File: src/rtl/axi_lite_csr_adapter.sv
// axi_lite_csr_adapter
//   AXI-Lite sink that turns AW/W/AR traffic into a flat CSR strobe interface:
//   a one-cycle csr_wr pulse for writes, and a one-cycle csr_rd request answered
//   by csr_rd_ack for reads. One transaction is in flight at a time; when a write
//   and a read are both pending, the grant alternates, starting with the write
//   after reset. Misaligned accesses and reads without an ack in RD_TIMEOUT
//   cycles get SLVERR.
//
// Ports
//   clk, rst_n                      clock, synchronous active-low reset
//   s_aw*/s_w*/s_b*                 AXI-Lite write address / data / response
//   s_ar*/s_r*                      AXI-Lite read address / data
//   csr_wr, csr_rd                  one-cycle write strobe / read request
//   csr_addr                        address, held from strobe until the next grant
//   csr_wdata, csr_wstrb            write data and byte enables, valid with csr_wr
//   csr_rdata, csr_rd_ack           read data, sampled while csr_rd_ack=1
//
// state      | meaning
// -----------+----------------------------------------------------------
// ST_IDLE    | accepting AW/W/AR beats into empty slots, arbitrating
// ST_WRITE   | csr_wr (if any) is on the bus, write response computed
// ST_WR_RESP | s_bvalid held until s_bready
// ST_READ    | csr_rd issued in the first cycle, waiting for ack/timeout
// ST_RD_RESP | s_rvalid held until s_rready

module axi_lite_csr_adapter #(
  parameter int ADDR_W     = 20,
  parameter int DATA_W     = 64,
  parameter int RD_TIMEOUT = 64
) (
  input  logic                clk,
  input  logic                rst_n,
  input  logic                s_awvalid,
  output logic                s_awready,
  input  logic [ADDR_W-1:0]   s_awaddr,
  input  logic                s_wvalid,
  output logic                s_wready,
  input  logic [DATA_W-1:0]   s_wdata,
  input  logic [DATA_W/8-1:0] s_wstrb,
  output logic                s_bvalid,
  input  logic                s_bready,
  output logic [1:0]          s_bresp,
  input  logic                s_arvalid,
  output logic                s_arready,
  input  logic [ADDR_W-1:0]   s_araddr,
  output logic                s_rvalid,
  input  logic                s_rready,
  output logic [DATA_W-1:0]   s_rdata,
  output logic [1:0]          s_rresp,
  output logic                csr_wr,
  output logic                csr_rd,
  output logic [ADDR_W-1:0]   csr_addr,
  output logic [DATA_W-1:0]   csr_wdata,
  output logic [DATA_W/8-1:0] csr_wstrb,
  input  logic [DATA_W-1:0]   csr_rdata,
  input  logic                csr_rd_ack
);

  localparam int STRB_W   = DATA_W / 8;
  localparam int BYTE_LSB = $clog2(STRB_W);
  localparam int TMR_W    = $clog2(RD_TIMEOUT);
  // Down-counter loaded so that it hits zero in the RD_TIMEOUT-th READ cycle.
  localparam logic [TMR_W-1:0] TMR_LOAD = TMR_W'(RD_TIMEOUT - 1);
  localparam logic [1:0] RESP_OKAY   = 2'b00;
  localparam logic [1:0] RESP_SLVERR = 2'b10;

  typedef enum logic [2:0] {
    ST_IDLE    = 3'd0,
    ST_WRITE   = 3'd1,
    ST_WR_RESP = 3'd2,
    ST_READ    = 3'd3,
    ST_RD_RESP = 3'd4
  } state_e;

  state_e              state_q, state_d;
  logic                last_grant_rd_q, last_grant_rd_d;
  logic                aw_full_q, aw_full_d;
  logic                w_full_q, w_full_d;
  logic                ar_full_q, ar_full_d;
  logic [ADDR_W-1:0]   aw_addr_q, aw_addr_d;
  logic [DATA_W-1:0]   w_data_q, w_data_d;
  logic [STRB_W-1:0]   w_strb_q, w_strb_d;
  logic [ADDR_W-1:0]   ar_addr_q, ar_addr_d;
  logic [TMR_W-1:0]    rd_tmr_q, rd_tmr_d;
  logic                s_awready_q, s_awready_d;
  logic                s_wready_q, s_wready_d;
  logic                s_arready_q, s_arready_d;
  logic                s_bvalid_q, s_bvalid_d;
  logic [1:0]          s_bresp_q, s_bresp_d;
  logic                s_rvalid_q, s_rvalid_d;
  logic [DATA_W-1:0]   s_rdata_q, s_rdata_d;
  logic [1:0]          s_rresp_q, s_rresp_d;
  logic                csr_wr_q, csr_wr_d;
  logic                csr_rd_q, csr_rd_d;
  logic [ADDR_W-1:0]   csr_addr_q, csr_addr_d;
  logic [DATA_W-1:0]   csr_wdata_q, csr_wdata_d;
  logic [STRB_W-1:0]   csr_wstrb_q, csr_wstrb_d;

  logic aw_hs, w_hs, ar_hs;
  logic wr_pend, rd_pend, grant_wr;
  logic csr_misaligned;

  always_comb begin
    state_d         = state_q;
    last_grant_rd_d = last_grant_rd_q;
    aw_full_d       = aw_full_q;
    w_full_d        = w_full_q;
    ar_full_d       = ar_full_q;
    aw_addr_d       = aw_addr_q;
    w_data_d        = w_data_q;
    w_strb_d        = w_strb_q;
    ar_addr_d       = ar_addr_q;
    rd_tmr_d        = rd_tmr_q;
    s_bvalid_d      = s_bvalid_q;
    s_bresp_d       = s_bresp_q;
    s_rvalid_d      = s_rvalid_q;
    s_rdata_d       = s_rdata_q;
    s_rresp_d       = s_rresp_q;
    csr_wr_d        = 1'b0;
    csr_rd_d        = 1'b0;
    csr_addr_d      = csr_addr_q;
    csr_wdata_d     = csr_wdata_q;
    csr_wstrb_d     = csr_wstrb_q;

    aw_hs = s_awvalid & s_awready_q;
    w_hs  = s_wvalid & s_wready_q;
    ar_hs = s_arvalid & s_arready_q;

    if (aw_hs) begin
      aw_full_d = 1'b1;
      aw_addr_d = s_awaddr;
    end
    if (w_hs) begin
      w_full_d = 1'b1;
      w_data_d = s_wdata;
      w_strb_d = s_wstrb;
    end
    if (ar_hs) begin
      ar_full_d = 1'b1;
      ar_addr_d = s_araddr;
    end

    // Arbitrate on the slot contents including beats landing this cycle, so a
    // handshake in c0 produces the CSR strobe in c1.
    wr_pend  = aw_full_d & w_full_d;
    rd_pend  = ar_full_d;
    grant_wr = wr_pend & (~rd_pend | last_grant_rd_q);

    csr_misaligned = (csr_addr_q[BYTE_LSB-1:0] != '0);

    case (state_q)
      ST_IDLE: begin
        if (grant_wr) begin
          state_d         = ST_WRITE;
          last_grant_rd_d = 1'b0;
          csr_addr_d      = aw_addr_d;
          csr_wdata_d     = w_data_d;
          csr_wstrb_d     = w_strb_d;
          csr_wr_d        = (aw_addr_d[BYTE_LSB-1:0] == '0) & (|w_strb_d);
        end else if (rd_pend) begin
          state_d         = ST_READ;
          last_grant_rd_d = 1'b1;
          csr_addr_d      = ar_addr_d;
          csr_rd_d        = (ar_addr_d[BYTE_LSB-1:0] == '0);
          rd_tmr_d        = TMR_LOAD;
        end
      end
      ST_WRITE: begin
        aw_full_d  = 1'b0;
        w_full_d   = 1'b0;
        s_bvalid_d = 1'b1;
        s_bresp_d  = csr_misaligned ? RESP_SLVERR : RESP_OKAY;
        state_d    = ST_WR_RESP;
      end
      ST_WR_RESP: begin
        if (s_bready) begin
          s_bvalid_d = 1'b0;
          state_d    = ST_IDLE;
        end
      end
      ST_READ: begin
        if (csr_misaligned) begin
          s_rvalid_d = 1'b1;
          s_rdata_d  = '0;
          s_rresp_d  = RESP_SLVERR;
          state_d    = ST_RD_RESP;
        end else if (csr_rd_ack) begin
          // An ack in the final timeout cycle still wins.
          s_rvalid_d = 1'b1;
          s_rdata_d  = csr_rdata;
          s_rresp_d  = RESP_OKAY;
          state_d    = ST_RD_RESP;
        end else if (rd_tmr_q == '0) begin
          s_rvalid_d = 1'b1;
          s_rdata_d  = '0;
          s_rresp_d  = RESP_SLVERR;
          state_d    = ST_RD_RESP;
        end else begin
          rd_tmr_d = rd_tmr_q - TMR_W'(1);
        end
      end
      ST_RD_RESP: begin
        if (s_rready) begin
          s_rvalid_d = 1'b0;
          ar_full_d  = 1'b0;
          state_d    = ST_IDLE;
        end
      end
      default: state_d = ST_IDLE;
    endcase

    // Readys registered from next-cycle slot/state so they never depend on valid.
    s_awready_d = ~aw_full_d & (state_d == ST_IDLE);
    s_wready_d  = ~w_full_d & (state_d == ST_IDLE);
    s_arready_d = ~ar_full_d & (state_d == ST_IDLE);
  end

  always_ff @(posedge clk) begin
    if (!rst_n) begin
      state_q         <= ST_IDLE;
      last_grant_rd_q <= 1'b1;
      aw_full_q       <= 1'b0;
      w_full_q        <= 1'b0;
      ar_full_q       <= 1'b0;
      aw_addr_q       <= '0;
      w_data_q        <= '0;
      w_strb_q        <= '0;
      ar_addr_q       <= '0;
      rd_tmr_q        <= '0;
      s_awready_q     <= 1'b0;
      s_wready_q      <= 1'b0;
      s_arready_q     <= 1'b0;
      s_bvalid_q      <= 1'b0;
      s_bresp_q       <= '0;
      s_rvalid_q      <= 1'b0;
      s_rdata_q       <= '0;
      s_rresp_q       <= '0;
      csr_wr_q        <= 1'b0;
      csr_rd_q        <= 1'b0;
      csr_addr_q      <= '0;
      csr_wdata_q     <= '0;
      csr_wstrb_q     <= '0;
    end else begin
      state_q         <= state_d;
      last_grant_rd_q <= last_grant_rd_d;
      aw_full_q       <= aw_full_d;
      w_full_q        <= w_full_d;
      ar_full_q       <= ar_full_d;
      aw_addr_q       <= aw_addr_d;
      w_data_q        <= w_data_d;
      w_strb_q        <= w_strb_d;
      ar_addr_q       <= ar_addr_d;
      rd_tmr_q        <= rd_tmr_d;
      s_awready_q     <= s_awready_d;
      s_wready_q      <= s_wready_d;
      s_arready_q     <= s_arready_d;
      s_bvalid_q      <= s_bvalid_d;
      s_bresp_q       <= s_bresp_d;
      s_rvalid_q      <= s_rvalid_d;
      s_rdata_q       <= s_rdata_d;
      s_rresp_q       <= s_rresp_d;
      csr_wr_q        <= csr_wr_d;
      csr_rd_q        <= csr_rd_d;
      csr_addr_q      <= csr_addr_d;
      csr_wdata_q     <= csr_wdata_d;
      csr_wstrb_q     <= csr_wstrb_d;
    end
  end

  assign s_awready = s_awready_q;
  assign s_wready  = s_wready_q;
  assign s_arready = s_arready_q;
  assign s_bvalid  = s_bvalid_q;
  assign s_bresp   = s_bresp_q;
  assign s_rvalid  = s_rvalid_q;
  assign s_rdata   = s_rdata_q;
  assign s_rresp   = s_rresp_q;
  assign csr_wr    = csr_wr_q;
  assign csr_rd    = csr_rd_q;
  assign csr_addr  = csr_addr_q;
  assign csr_wdata = csr_wdata_q;
  assign csr_wstrb = csr_wstrb_q;

endmodule

File: config.mk
export PLATFORM = sky130hd
export DESIGN_NAME = axi_lite_csr_adapter
export DESIGN_NICKNAME = d
export VERILOG_FILES = /design/src/rtl/axi_lite_csr_adapter.sv
export SDC_FILE = /design/constraint.sdc
export NUM_CORES = 1
export LEC_CHECK = 0
export CORE_MARGIN = 2
export CORE_UTILIZATION = 55
export DETAILED_ROUTE_END_ITERATION = 8
export DONT_BUFFER_PORTS = 1
export GPL_TIMING_DRIVEN = 1
export PLACE_DENSITY = 0.7
export SYNTH_ARGS = -nofsm -noshare
export SYNTH_HDL_FRONTEND = slang
export SYNTH_SLANG_ARGS = --single-unit
File: constraint.sdc
create_clock -name clk -period 2.4 [get_ports clk]
set_input_delay 0.36 -clock clk [delete_from_list [all_inputs] [get_ports clk]]
set_output_delay 0.36 -clock clk [all_outputs]
set_load 0.03 [all_outputs]
# [After elaboration in Yosys (flattened, before gate mapping)]
# Index checks and enable logic that the tools add are counted.
[classes] n_addsub=1 bitwise=16 muxes=43 reduce_logical=20 n_eq_ne=12
[op_table] cell="two-way mux 64 bit" count=4
[op_table] cell="two-way mux 20 bit" count=4
[op_table] cell="two-way mux 6 bit" count=5
[op_table] cell="two-way mux 3 bit" count=7
[op_table] cell="case mux 3 bit (5 select lines)" count=1
[op_table] cell="two-way mux 1 bit" count=14
[op_table] cell="inequality test 2 bit (second input constant)" count=7
[op_table] cell="logical NOT 3 bit" count=4
[op_table] cell="case mux 6 bit (2 select lines)" count=1
[op_table] cell="AND 1 bit" count=9
[op_table] cell="two-way mux 2 bit" count=4
[op_table] cell="two-way mux 8 bit" count=1
[op_table] cell="AND reduction 2 bit" count=4
[op_table] cell="nonzero test 2 bit" count=4
[op_table] cell="OR reduction 8 bit" count=1
[op_table] cell="equality test 3 x 2 -> 1 bit (second input constant)" count=2
[op_table] cell="logical NOT 6 bit" count=1
[op_table] cell="NOT 1 bit" count=6
[op_table] cell="AND reduction 3 bit" count=2
[op_table] cell="AND reduction 6 bit" count=1
[op_table] cell="nonzero test 3 bit" count=2
[op_table] cell="subtractor 6 x 1 -> 6 bit (second input constant)" count=1
[op_table] cell="inequality test 4 bit (second input constant)" count=1
[op_table] cell="case mux 1 bit (2 select lines)" count=2
[op_table] cell="4 further kinds" count=4
[word_totals] ff_bits=292 output_inout_bits=167 in_bits=184 word_cells=115

# [Longest topological paths before layout]
[logic_depth] ltp_word=9 ltp_mapped=8 ltp_nobuf=6

# [Least setup slack after synthesis]
# Ideal clock, no wire load.
[synth_path] path_kind="register to register" startpoint="register state_q[1]" endpoint="register csr_wdata_q[15] (netlist: csr_wdata[15])" required_ns=2.254 n_path_buf=4 path_stages_with_launch=8 setup_time_ns=0.146 path_slack_ns=0.227 arrival_ns=2.027 cell_sequence="dfxtp_1 buf_6 or3_1 buf_6 a2111oi_4 buf_6 buf_6 a211oi_2"
[synth_via] elab_chain_cells=2
[synth_lines] item="from (decl)" line="75" text="state_e state_q, state_d;"
[synth_lines] item="from (signal assigned)" line="244" text="state_q <= state_d;"
[synth_lines] item="logical NOT 3 bit" line="151" text="case (state_q)"
[synth_lines] item="AND reduction 2 bit (no source line)"
[synth_lines] item="to (signal assigned)" line="265" text="csr_wdata_q <= csr_wdata_d;"
[synth_lines] item="to (decl)" line="96" text="logic [DATA_W-1:0] csr_wdata_q, csr_wdata_d;"
# Every way passes these cells.
# A chain may end at the register's enable or synchronous reset.

# [Worst setup path after layout]
[layout_path] startpoint="register rd_tmr_q[0]" endpoint="register s_rdata_q[36] (netlist: s_rdata[36])"
[layout_via] elab_chain_cells=3
[layout_lines] item="from (decl)" line="84" text="logic [TMR_W-1:0] rd_tmr_q, rd_tmr_d;"
[layout_lines] item="from (signal assigned)" line="253" text="rd_tmr_q <= rd_tmr_d;"
[layout_lines] item="logical NOT 6 bit" line="193" text="end else if (rd_tmr_q == '0) begin"
[layout_lines] item="nonzero test 3 bit (no source line)"
[layout_lines] item="AND reduction 2 bit (no source line)"
[layout_lines] item="to (signal assigned)" line="260" text="s_rdata_q <= s_rdata_d;"
[layout_lines] item="to (decl)" line="91" text="logic [DATA_W-1:0] s_rdata_q, s_rdata_d;"
# Every way passes these cells.

==> qor.tcl <==
set qor(status) {completed}
set qor(grt_antenna_before_repair) 0
set qor(seq_area_frac_synth) 0.537
set qor(core_area_um2) 19400
set qor(internal_power_w) 0.00911
set qor(placementRows) 51
set qor(synth_area_per_cell_um2) 9.72
set qor(setup-tns-final_ps) 0
set qor(worst-path-max-fanout) 65
set qor(crit_type) {reg -> reg}
set qor(dpl.hpwl_um) 16700
set qor(detail_route.vias_per_cell) 5.59
set qor(wl_per_cell_um) 17.7
set qor(clock_power_share) 0.335
set qor(grt.met2_usage) 0.380
set qor(grt_first_pass_wirelength_um) 39100
set qor(switching_part_of_the_total) 0.316
set qor(detailed_route_iter0_violations) 486
set qor(worst-slew-pin-transition_ps) 778
set qor(synth.top_cells.by_area) {sky130_fd_sc_hd__dfxtp_1, sky130_fd_sc_hd__mux2i_1, sky130_fd_sc_hd__nor2_1, sky130_fd_sc_hd__a211oi_2, sky130_fd_sc_hd__nand2_1}
set qor(flow.area_growth_from_synthesis_pct) 20.4
set qor(design.die.area_um2) 20800
set qor(cp_data_required_time_ps) 2790
set qor(antenna_violating_nets_post_route) 0
set qor(floorplan.initialDensity) 0.558
set qor(cts_resized) 0
set qor(synth_ff_type) {sky130_fd_sc_hd__dfxtp_1}
set qor(clk_transition_reported_paths_ps) 70
set qor(final.period_utilization) 0.917
set qor(placed_instance_area_um2) 11100
set qor(power.combinational.fraction) 0.206
set qor(setup_viol) 0
set qor(crit_arrival_ps) 2590
set qor(hold_viol) 0
set qor(number_of_distinct_library_cell_variants_in_the_gate_level_netlist_after_synthesis) 50
set qor(post_route_cells_drive_above_1_share) 0.121
set qor(gp_routability_congestion) 0.801
set qor(gr-usage-all-layers) 0.231
set qor(groute.layer.met1.usage) 0.282
set qor(startpoint_type_of_the_worst_setup_path) {flop}
set qor(antenna_cells) 0
set qor(busiest_layer) {met2}
set qor(count_of_tritonroute_iterations_in_the_first_routing_pass) 5
set qor(synth_common_cells) {sky130_fd_sc_hd__dfxtp_1, sky130_fd_sc_hd__nor2_1, sky130_fd_sc_hd__nand2_1}
set qor(leakagePower_nw) 5.37
set qor(chipHeight_um) 144
set qor(post_layout_nets) 1372
set qor(cts_sinks) 290
set qor(grt_remaining_overflow) 0
set qor(achievable_frequency_mhz) 454
set qor(num-fill-cells) 1491
set qor(drt_wl_total_um) 26100
set qor(grtUsageMet3) 0.0818
set qor(number_of_levels_in_the_clock_h_tree) 1
set qor(root_buffer_cell) {sky130_fd_sc_hd__clkbuf_16}
set qor(post-synth-top-count-cell) {sky130_fd_sc_hd__dfxtp_1}
set qor(min-delay-path-class) {in -> reg}
set qor(report.power.total_w) 0.0133
set qor(final_instance_area_um2) 13000
set qor(fp.dieW_um) 144
set qor(vias_in_the_first_global_route) 7654
set qor(post-route-drc-count) 0
set qor(final_max_slew_viol_count) 0
set qor(synthDominantAreaCellType) {sky130_fd_sc_hd__dfxtp_1}
set qor(tritoncts) {built}
set qor(clock_path_buffers) 3
set qor(timing.max_cap.violations) 0
set qor(asyncSetResetFlopFracSynth) 0
set qor(cell_area_synth_um2) 10800
set qor(clk_latency_ps) 530
set qor(syn_inst) 1113
set qor(fin_skew_ps) 14.1
set qor(vias_after_detailed_routing) 8235
set qor(critPathCaptureType) {flop}
set qor(io_buffer_count) 0
set qor(peakVddDrop_mv) 0.652
set qor(cts-buffers-inserted) 29
set qor(rsz0062_at_grt) {false}
set qor(synth_largest_type_area_fraction) 0.537
set qor(synth_seq_cells) 290
set qor(power.sequential.fraction) 0.459
set qor(io_pins) 351
set qor(finalWorstPathRequiredPeriod_ps) 2200
set qor(number_of_enable_type_register_cells_in_the_synthesized_netlist) 0
set qor(netSwitchingPower_w) 0.00421
set qor(power_per_cell_area_nw_per_um2) 1020
set qor(grt_start_max_net_pins) 141
set qor(relSlewSlack) 0.481
set qor(yosys_warnings) 0
## per-layer routing
metal / up-vias / share of wire
met4: 0 / 0.033
met2: 321 / 0.47
met1: 3840 / 0.40
li1: 4006 / -
met3: 68 / 0.10
met5: - / 0
## path summary, 6_finish.rpt
path / slack (ps) / to / cells past startpoint / startpoint
hold reg to reg: 470 / rd_tmr_q[0] / 2 / rd_tmr_q[0]
setup / recovery: 200 / s_rdata[36] / 7 / rd_tmr_q[0]
hold / removal: 10 / ar_addr_q[9] / 2 / s_araddr[9]
setup reg to reg: 200 / s_rdata[36] / 7 / rd_tmr_q[0]
## power by group through the flow
stage               Sequential [W]  Combinational (W)  Clock, W
CTS                        0.00612            0.00275   0.00455
detailed placement         0.00622            0.00260         0
floorplan                  0.00617            0.00203         0
global placement           0.00621            0.00257         0
finish                     0.00612            0.00274   0.00446
global route               0.00618            0.00302   0.00477
## repair_timing
item,in CTS,in global routing
setup buffers,0,0
endpoints found under the hold margin,105,0
hold buffers,98,0
## cell type report
type | instances | area (um2) | area share
Sequential cell | 290 | 5810 | 0.446
Multi-Input combinational cell | 726 | 4540 | 0.348
Timing Repair Buffer | 133 | 1370 | 0.105
Clock buffer | 39 | 803 | 0.0617
Tap cell | 265 | 332 | 0.0254
Clock inverter | 13 | 146 | 0.0112
Inverter | 7 | 33.8 | 0.00259
## placed cells by master, fill, tap and decap left out, types with 5 or more instances in the layout
master,Yosys,routed
sky130_fd_sc_hd__a211oi_1,19,18
sky130_fd_sc_hd__a211oi_2,56,57
sky130_fd_sc_hd__a21oi_1,74,74
sky130_fd_sc_hd__a32o_1,20,20
sky130_fd_sc_hd__buf_12,0,10
sky130_fd_sc_hd__buf_4,2,25
sky130_fd_sc_hd__clkbuf_1,60,6
sky130_fd_sc_hd__clkbuf_16,0,29
sky130_fd_sc_hd__clkinv_2,0,8
sky130_fd_sc_hd__dfxtp_1,290,290
sky130_fd_sc_hd__dlygate4sd3_1,0,98
sky130_fd_sc_hd__inv_1,6,6
sky130_fd_sc_hd__mux2i_1,112,112
sky130_fd_sc_hd__nand2_1,115,114
sky130_fd_sc_hd__nor2_1,200,200
sky130_fd_sc_hd__nor3_1,7,6
sky130_fd_sc_hd__nor4_1,5,5
sky130_fd_sc_hd__o21ai_0,68,68
## critical path, stage by stage (launching register included)
cell                      delay (ps)
sky130_fd_sc_hd__dfxtp_1         320
sky130_fd_sc_hd__inv_1            80
sky130_fd_sc_hd__ha_1            200
sky130_fd_sc_hd__or4b_2          650
sky130_fd_sc_hd__o21a_1          230
sky130_fd_sc_hd__buf_12          180
sky130_fd_sc_hd__o21ai_0         280
sky130_fd_sc_hd__a21oi_1         110
## metrics by stage
stage | setup slack, ps | instances | utilization | hold slack [ps]
CTS | 281 | 1473 | 0.672 | 0.166
floorplan | 227 | 1114 | - | 450
global route | 91.9 | 1473 | 0.672 | 6.09
detailed placement | 308 | 1323 | 0.572 | 430
finish | 199 | 1473 | 0.672 | 13.6
global placement | 365 | 1323 | 0.572 | 429
## flip-flops by register name, indices dropped and copies added (netlist names), 3 cells and up
register and cells:
csr_wdata 64, s_rdata 64, w_data_q 64, ar_addr_q 20
aw_addr_q 20, csr_addr 20, csr_wstrb 8, w_strb_q 8
rd_tmr_q 6, state_q 3
## cells by family after synthesis
group | count (synthesis) | share of synthesized area
AO/OA/AOI/OAI | 265 | 0.184
XOR/XNOR | 1 | 0.000810
adder cells (fa/ha/maj) | 1 | 0.00116
buffers and inverters | 98 | 0.0460
flip-flops | 290 | 0.537
multiplexers | 112 | 0.104
other | 1 | 0.000347
AND/OR/NAND/NOR | 345 | 0.127
No activity file was read; power rests on OpenSTA's default activity.
